--- src/rtl/btn_conditioner.sv ---
// Push-button conditioner: 2-flop synchronizer, debounce FSM, press/release pulses and long-press flag per channel.
// Optional auto-repeat of btn_press during a long press is enabled by defining BTN_AUTOREPEAT_EN.
module btn_conditioner #(
    parameter int N_BTN           = 2,
    parameter int DEBOUNCE_CYCLES = 100000,
    parameter int LONG_CYCLES     = 50000000,
    parameter int REPEAT_CYCLES   = 10000000
) (
    input  logic             sysclk,
    input  logic             reset_n,
    input  logic [N_BTN-1:0] btn_raw,
    output logic [N_BTN-1:0] btn_level,
    output logic [N_BTN-1:0] btn_press,
    output logic [N_BTN-1:0] btn_release,
    output logic [N_BTN-1:0] btn_long
);

    localparam int MAX_CYCLES = (LONG_CYCLES > DEBOUNCE_CYCLES) ? LONG_CYCLES : DEBOUNCE_CYCLES;
    localparam int CW = $clog2(MAX_CYCLES + 1);
    localparam logic [CW-1:0] D_LAST = CW'(DEBOUNCE_CYCLES - 1);
    localparam logic [CW-1:0] H_LAST = CW'(LONG_CYCLES - 1);
    localparam logic [CW-1:0] C_ONE  = CW'(1);

`ifdef BTN_AUTOREPEAT_EN
    localparam int RW = $clog2(REPEAT_CYCLES + 1);
    localparam logic [RW-1:0] R_LAST = RW'(REPEAT_CYCLES - 1);
    localparam logic [RW-1:0] R_ONE  = RW'(1);
`endif

    // Reject parameter sets the counters cannot honour.
    if (DEBOUNCE_CYCLES < 2 || LONG_CYCLES <= DEBOUNCE_CYCLES || REPEAT_CYCLES < 2) begin : g_bad_params
        $error("btn_conditioner: illegal cycle parameters");
    end

    typedef enum logic [1:0] {IDLE, ARM_P, DOWN, ARM_R} state_t;

    logic [N_BTN-1:0] s1_reg;
    logic [N_BTN-1:0] s2_reg;

    always_ff @(posedge sysclk or negedge reset_n) begin
        if (!reset_n) begin
            s1_reg <= '0;
            s2_reg <= '0;
        end else begin
            s1_reg <= btn_raw;
            s2_reg <= s1_reg;
        end
    end

    for (genvar gi = 0; gi < N_BTN; gi++) begin : g_chan
        state_t        state_reg, state_next;
        logic [CW-1:0] dcnt_reg, dcnt_next;
        logic [CW-1:0] hcnt_reg, hcnt_next;
        logic          long_reg, long_next;
        logic          first_reg, first_next;
        logic          release_reg, release_next;
        logic          level_c;
        logic          press_c;
        logic          s2;
`ifdef BTN_AUTOREPEAT_EN
        logic [RW-1:0] rcnt_reg, rcnt_next;
        logic          rep_reg, rep_next;
`endif

        assign s2 = s2_reg[gi];

        always_ff @(posedge sysclk or negedge reset_n) begin
            if (!reset_n) begin
                state_reg   <= IDLE;
                dcnt_reg    <= '0;
                hcnt_reg    <= '0;
                long_reg    <= 1'b0;
                first_reg   <= 1'b0;
                release_reg <= 1'b0;
`ifdef BTN_AUTOREPEAT_EN
                rcnt_reg    <= '0;
                rep_reg     <= 1'b0;
`endif
            end else begin
                state_reg   <= state_next;
                dcnt_reg    <= dcnt_next;
                hcnt_reg    <= hcnt_next;
                long_reg    <= long_next;
                first_reg   <= first_next;
                release_reg <= release_next;
`ifdef BTN_AUTOREPEAT_EN
                rcnt_reg    <= rcnt_next;
                rep_reg     <= rep_next;
`endif
            end
        end

        always_comb begin
            state_next   = state_reg;
            dcnt_next    = dcnt_reg;
            hcnt_next    = hcnt_reg;
            long_next    = long_reg;
            first_next   = 1'b0;
            release_next = 1'b0;
`ifdef BTN_AUTOREPEAT_EN
            rcnt_next    = '0;
            rep_next     = 1'b0;
`endif
            case (state_reg)
                IDLE: begin
                    if (s2) begin
                        state_next = ARM_P;
                        dcnt_next  = C_ONE;
                    end
                end
                ARM_P: begin
                    if (!s2) begin
                        state_next = IDLE;
                        dcnt_next  = '0;
                    end else if (dcnt_reg == D_LAST) begin
                        state_next = DOWN;
                        dcnt_next  = '0;
                        hcnt_next  = '0;
                        first_next = 1'b1;
                    end else begin
                        dcnt_next = dcnt_reg + C_ONE;
                    end
                end
                DOWN: begin
                    // hcnt saturates at the long-press threshold instead of wrapping
                    if (hcnt_reg == H_LAST) begin
                        long_next = 1'b1;
                    end else begin
                        hcnt_next = hcnt_reg + C_ONE;
                    end
                    if (!s2) begin
                        state_next = ARM_R;
                        dcnt_next  = C_ONE;
                    end
`ifdef BTN_AUTOREPEAT_EN
                    else if (long_reg) begin
                        if (rcnt_reg == R_LAST) begin
                            rep_next = 1'b1;
                        end else begin
                            rcnt_next = rcnt_reg + R_ONE;
                        end
                    end
`endif
                end
                ARM_R: begin
                    if (s2) begin
                        state_next = DOWN;
                    end else if (dcnt_reg == D_LAST) begin
                        state_next   = IDLE;
                        dcnt_next    = '0;
                        hcnt_next    = '0;
                        long_next    = 1'b0;
                        release_next = 1'b1;
                    end else begin
                        dcnt_next = dcnt_reg + C_ONE;
                    end
                end
                default: begin
                    state_next = IDLE;
                    dcnt_next  = '0;
                    hcnt_next  = '0;
                    long_next  = 1'b0;
                end
            endcase
        end

        always_comb begin
            level_c = (state_reg == DOWN) || (state_reg == ARM_R);
            press_c = first_reg;
`ifdef BTN_AUTOREPEAT_EN
            press_c = first_reg | rep_reg;
`endif
        end

        assign btn_level[gi]   = level_c;
        assign btn_press[gi]   = press_c;
        assign btn_release[gi] = release_reg;
        assign btn_long[gi]    = long_reg;
    end

endmodule

--- config.mk ---
export PLATFORM = sky130hd
export DESIGN_NAME = btn_conditioner
export DESIGN_NICKNAME = d
export VERILOG_FILES = /design/src/rtl/btn_conditioner.sv
export SDC_FILE = /design/constraint.sdc
export NUM_CORES = 1
export LEC_CHECK = 0
export CORE_UTILIZATION = 37
export DETAILED_ROUTE_END_ITERATION = 6
export GPL_TIMING_DRIVEN = 0
export PLACE_DENSITY = 0.62
export SETUP_SLACK_MARGIN = 0.5
export SLEW_MARGIN = 20
export SYNTH_ARGS = -nofsm -noshare
export SYNTH_HDL_FRONTEND = slang
export SYNTH_SLANG_ARGS = --single-unit
--- constraint.sdc ---
create_clock -name sysclk -period 4.55 [get_ports sysclk]
set_clock_uncertainty 0.2 [all_clocks]
set_input_delay 0.91 -clock sysclk [delete_from_list [all_inputs] [get_ports sysclk]]
set_output_delay 0.91 -clock sysclk [all_outputs]
set_load 0.01 [all_outputs]
Yosys cells after proc, flatten, opt, wreduce, memory -nomap -nowiden
Cells that the tools add are included.
{"block": "word_totals", "ff_bits": 118, "input_bits": 4, "output_inout_bits": 8, "wordCells": 116}
{"block": "classes", "addsub": 4, "n_eq_ne": 28, "n_mux": 54, "n_reduce_logical": 16}
{"op": "2-to-1 mux 26 bit", "count": 18}
{"op": "one-hot mux 26 bit (4 select lines)", "count": 2}
{"op": "one-hot mux 26 bit (3 select lines)", "count": 2}
{"op": "adder 26 x 1 -> 26 bit, second input constant", "count": 4}
{"op": "== test 26 x 17 -> 1 bit, second input constant", "count": 2}
{"op": "== test 26 bit, second input constant", "count": 2}
{"op": "!= test 2 bit, second input constant", "count": 14}
{"op": "2-to-1 mux 2 bit", "count": 12}
{"op": "AND reduction 4 bit", "count": 6}
{"op": "2-to-1 mux 1 bit", "count": 16}
{"op": "one-hot mux 2 bit (4 select lines)", "count": 2}
{"op": "!= test 3 bit, second input constant", "count": 4}
{"op": "== test 2 bit, second input constant", "count": 4}
{"op": "AND reduction 3 bit", "count": 2}
{"op": "nonzero test 3 bit", "count": 2}
{"op": "== test 2 x 1 -> 1 bit, second input constant", "count": 2}
{"op": "logical NOT 2 bit", "count": 2}
{"op": "one-hot mux 1 bit (2 select lines)", "count": 2}
{"op": "nonzero test 2 bit", "count": 2}
{"op": "logical OR 1 bit", "count": 2}

Logic depth before layout (Yosys ltp)
{"block": "depth", "depth_word": 4, "ltp_mapped": 9, "ltp_nobuf": 6}

Worst setup path after synthesis
No wires, ideal clock.
{"block": "synth_path", "path_kind": "register to register", "startpoint": "register g_chan[0].dcnt_reg[0]", "endpoint": "register g_chan[0].dcnt_reg[23]", "setup_time_ns": 0.082, "t_arrival_ns": 2.193, "required_time_ns": 4.268, "setup_slack_ns": 2.075, "path_stages_with_launch": 10, "path_buffers": 3, "synth_period_minus_slack_ns": 2.475, "cell_sequence": "dfrtp_1 > ha_1 > and2_1 > clkbuf_1 > and4_1 > clkbuf_1 > a211oi_1 > clkbuf_1 > o21ai_0 > a31oi_1"}
{"block": "synth_via", "elab_chain_cells": 4, "word_cells_on_any_way": 6, "classes_between": "add/sub (1); eq/ne (1); mux (4)"}
{"element": "start: declaration", "line": "52", "source": "logic [CW-1:0] dcnt_reg, dcnt_next;"}
{"element": "start signal: assignment", "line": "81", "source": "dcnt_reg <= dcnt_next;"}
{"element": "adder 26 x 1 -> 26 bit or == test 26 x 17 -> 1 bit (tied branches)"}
{"element": "2-to-1 mux 26 bit (*)", "line": "115, 148"}
{"element": "2-to-1 mux 26 bit, on equally long branches", "line": "146, 112"}
{"element": "one-hot mux 26 bit (4 select lines) (*)", "line": "104", "source": "case (state_reg)"}
Every way passes the cells marked *; elsewhere a longest branch is shown, timed or not. The select of a mux whose other input is x is not followed.
A chain may end at the register's enable or synchronous reset.

==> flow_summary_export.csv <==
group,metric,value,unit
sta,finalCritPeriodShare,68.3,%
route,drt-pass1-iter-count,5,
worst_setup_path,worstPathArrival,2.00,ns
clock_tree,clk_transition_reported_paths,0.06,ns
logic_synthesis,seq_area_frac_synth,44.0,%
clock_tree,cts.sinks,118,
finish,layoutNonFillerInstCount,1009,
route,remaining_drc_errors,0,
route,vias,5697,
pwr,ir_drop,0.289,mV
die,die_w,137,um
hold_path,hp-class,"reg2reg",
logic_synthesis,syn_nets,748,
clock_tree,cts_tree,"yes",
worst_setup_path,max_stage_delay,0.52,ns
logic_synthesis,synthArstFlopShare,100,%
hold_path,whs_path_depth,0,
global_routing,antenna_found_initial,0,
logic_synthesis,synth_seq_cells,118,
route,ant_nets,0,
finish,post-route-util,44.0,%
logic_synthesis,ys_types,64,
die,ios,12,
clock_tree,post_cts.repair.setup_buffers,0,
global_routing,grt_max_degree,61,
sta,fin_crit,3.11,ns
sta,fmax,322,MHz
logic_synthesis,synth_area_leaders,"dfrtp_1 44%, nand2_1 3.9%, nor2_1 3.7%",
sta,whs,0.146,ns
worst_setup_path,crit_end,"btn_level[0]",
sta,setup_violations,0,
worst_setup_path,rr_worst_depth,8,
worst_setup_path,cp_max_fo,10,
route,wirelength,15300,um
worst_setup_path,path_class,"reg2out",
clock_tree,clk_latency,0.43,ns
logic_synthesis,yosys-top-cells-count,"118 x dfrtp_1, 70 x nand2_1, 66 x nor2_1, 46 x nand3_1, 39 x nand4_1",
global_routing,grt_pass1_vias,5249,
finish,syn_to_final_growth,14.8,%
route,wl_per_cell,15.2,um
pwr,power_density,321,nW/um2
finish,num-fill-cells,1748,
place,place_area,7140,um2
worst_setup_path,cp_top_family,"buffers and inverters",
sta,slew_headroom,34.8,%
die,initial_utilization,38.3,%
worst_setup_path,cp_slowest_cell,"clkdlybuf4s50_1",
sta,drv_slew,0,
sta,hold_viol_final,0,
finish,stdcell_area,7710,um2
logic_synthesis,yosys.area.top_type,"dfrtp_1",
global_routing,grt.overflow.total,0,
place,gp_congestion,0.849,
worst_setup_path,cp_num_buf_inv,4,
logic_synthesis,synth_edf_count,0,
global_routing,grt_usage,17.8,%
die,die-height,137,um
die,core,17500,um2
sta,tns,0,ns
pwr,power,2.47,mW
sta,finalWorstSetupSlack,1.44,ns
worst_setup_path,r2r_start,"g_chan[0].dcnt_reg[0]",
place,dp_hpwl,10200,um
logic_synthesis,synth.cell_area,6720,um2
finish,diodes,0,
logic_synthesis,synth_most_common_cell,"dfrtp_1",
worst_setup_path,r2r_end,"g_chan[0].dcnt_reg[7]",
global_routing,grt_pass1_wl,26200,um
logic_synthesis,syn_inst,740,
pwr,p_leak,3.27,nW
worst_setup_path,path_depth,4,
logic_synthesis,synth_warnings,0,
worst_setup_path,cp_common_cell,"clkbuf_1",
clock_tree,holdBufCountCts,0,
route,drt-initial-drc-count,427,
clock_tree,numCtsBuffers,17,
clock_tree,cts_buffer_depth,2,
worst_setup_path,end_kind,"output port",
status,status,"complete, no violations",
logic_synthesis,syn_avg_cell_area,9.08,um2
logic_synthesis,ys.flop_type,"dfrtp_1",
finish,layout-drive-gt1-share,9.31,%
job,cap_violations,0,
die,rows,48,
clock_tree,htreeDepth,4,
worst_setup_path,startpoint_type,"flip-flop",
sta,rsz0062_at_grt,"false",
place,port_buffers,11,
die,die-area,18700,um2
finish,fin_nets,779,
clock_tree,ctsResizeCount,0,
worst_setup_path,worstPathRequired,3.44,ns
sta,worst_pin_slew,0.976,ns
worst_setup_path,timing.reg2reg.setup_slack,1.58,ns
place,dp.cells,977,
logic_synthesis,synth_top_area_share,44.0,%
worst_setup_path,crit_chain,"clkbuf_1, clkbuf_1, buf_4, clkdlybuf4s50_1",
route,vias_per_cell,5.65,
clock_tree,cts_root_buf,"clkbuf_16",
place,dp_worst_setup_slack,1.56,ns
==> routing by layer <==
metal / track usage [%] / share of wire, % / up-vias
met1: 24.5 / 50 / 2747
met2: 27.4 / 46 / 85
met4: 6.36 / 1.3 / 0
met5: 0 / 0 / -
met3: 4.04 / 3.0 / 17
li1: - / - / 2848
==> layout by cell type, fill, tap and decap left out, types with 5 or more instances in the layout <==
cell type	count
nor2b_1	7
clkbuf_1	31
or4_1	8
a21oi_1	32
xor2_1	25
or3_1	5
and4_1	15
clkdlybuf4s50_1	10
xnor2_1	5
clkinvlp_4	5
nor2_1	66
o21ai_0	25
and2_1	14
nor3b_1	8
nand3_1	46
a221o_1	9
a21o_1	11
a31oi_1	35
a211o_1	7
clkbuf_16	17
nor3_1	20
nand2_1	70
dfrtp_1	118
inv_1	7
clkinv_2	6
mux2i_1	8
buf_4	9
nor4_1	13
nand4_1	39
and3_1	24
==> worst min-delay path by stage <==
stage / startpoint / endpoint
finish: s1_reg[1] / s2_reg[1]
global route: s1_reg[1] / s2_reg[1]
CTS: s1_reg[1] / s2_reg[1]
detailed placement: s1_reg[1] / s2_reg[1]
global placement: s1_reg[1] / s2_reg[1]
floorplan: s1_reg[0] / s2_reg[0]
==> final cells by class <==
class / count / area, um2 / area share (%)
multi-input combinational: 569 / 3520 / 45.6
sequential: 118 / 2950 / 38.3
clock buffer: 18 / 429 / 5.57
tap: 225 / 282 / 3.65
buffer: 46 / 225 / 2.92
timing repair buffer: 12 / 139 / 1.80
clock inverter: 14 / 136 / 1.77
inverter: 7 / 26.3 / 0.341
==> worst reg2reg max path: cells and delay by family (launching register included) <==
kind / cells / cell delay [ns]
adder cells (fa/ha/maj): 1 / 0.26
flip-flops: 1 / 0.44
buffers and inverters: 2 / 0.36
AO/OA/AOI/OAI: 2 / 0.71
AND/OR/NAND/NOR: 3 / 0.90
==> power by group <==
group	leakage [nW]	switching, mW	internal [mW]
Clock	0.267	0.495	0.797
Sequential	1.63	0.0245	1.07
Combinational	1.37	0.0609	0.0285
==> cells by family (layout without fill, tap and decap cells) <==
logic type / after synthesis / count (layout) / synth area share, %
AO/OA/AOI/OAI: 153 / 153 / 15.1
flip-flops: 118 / 118 / 44.0
AND/OR/NAND/NOR: 370 / 370 / 30.6
buffers and inverters: 53 / 97 / 3.74
adder cells (fa/ha/maj): 4 / 4 / 0.745
XOR/XNOR: 30 / 30 / 3.91
multiplexers: 12 / 12 / 1.86
Power figures use the tool's default switching activity.
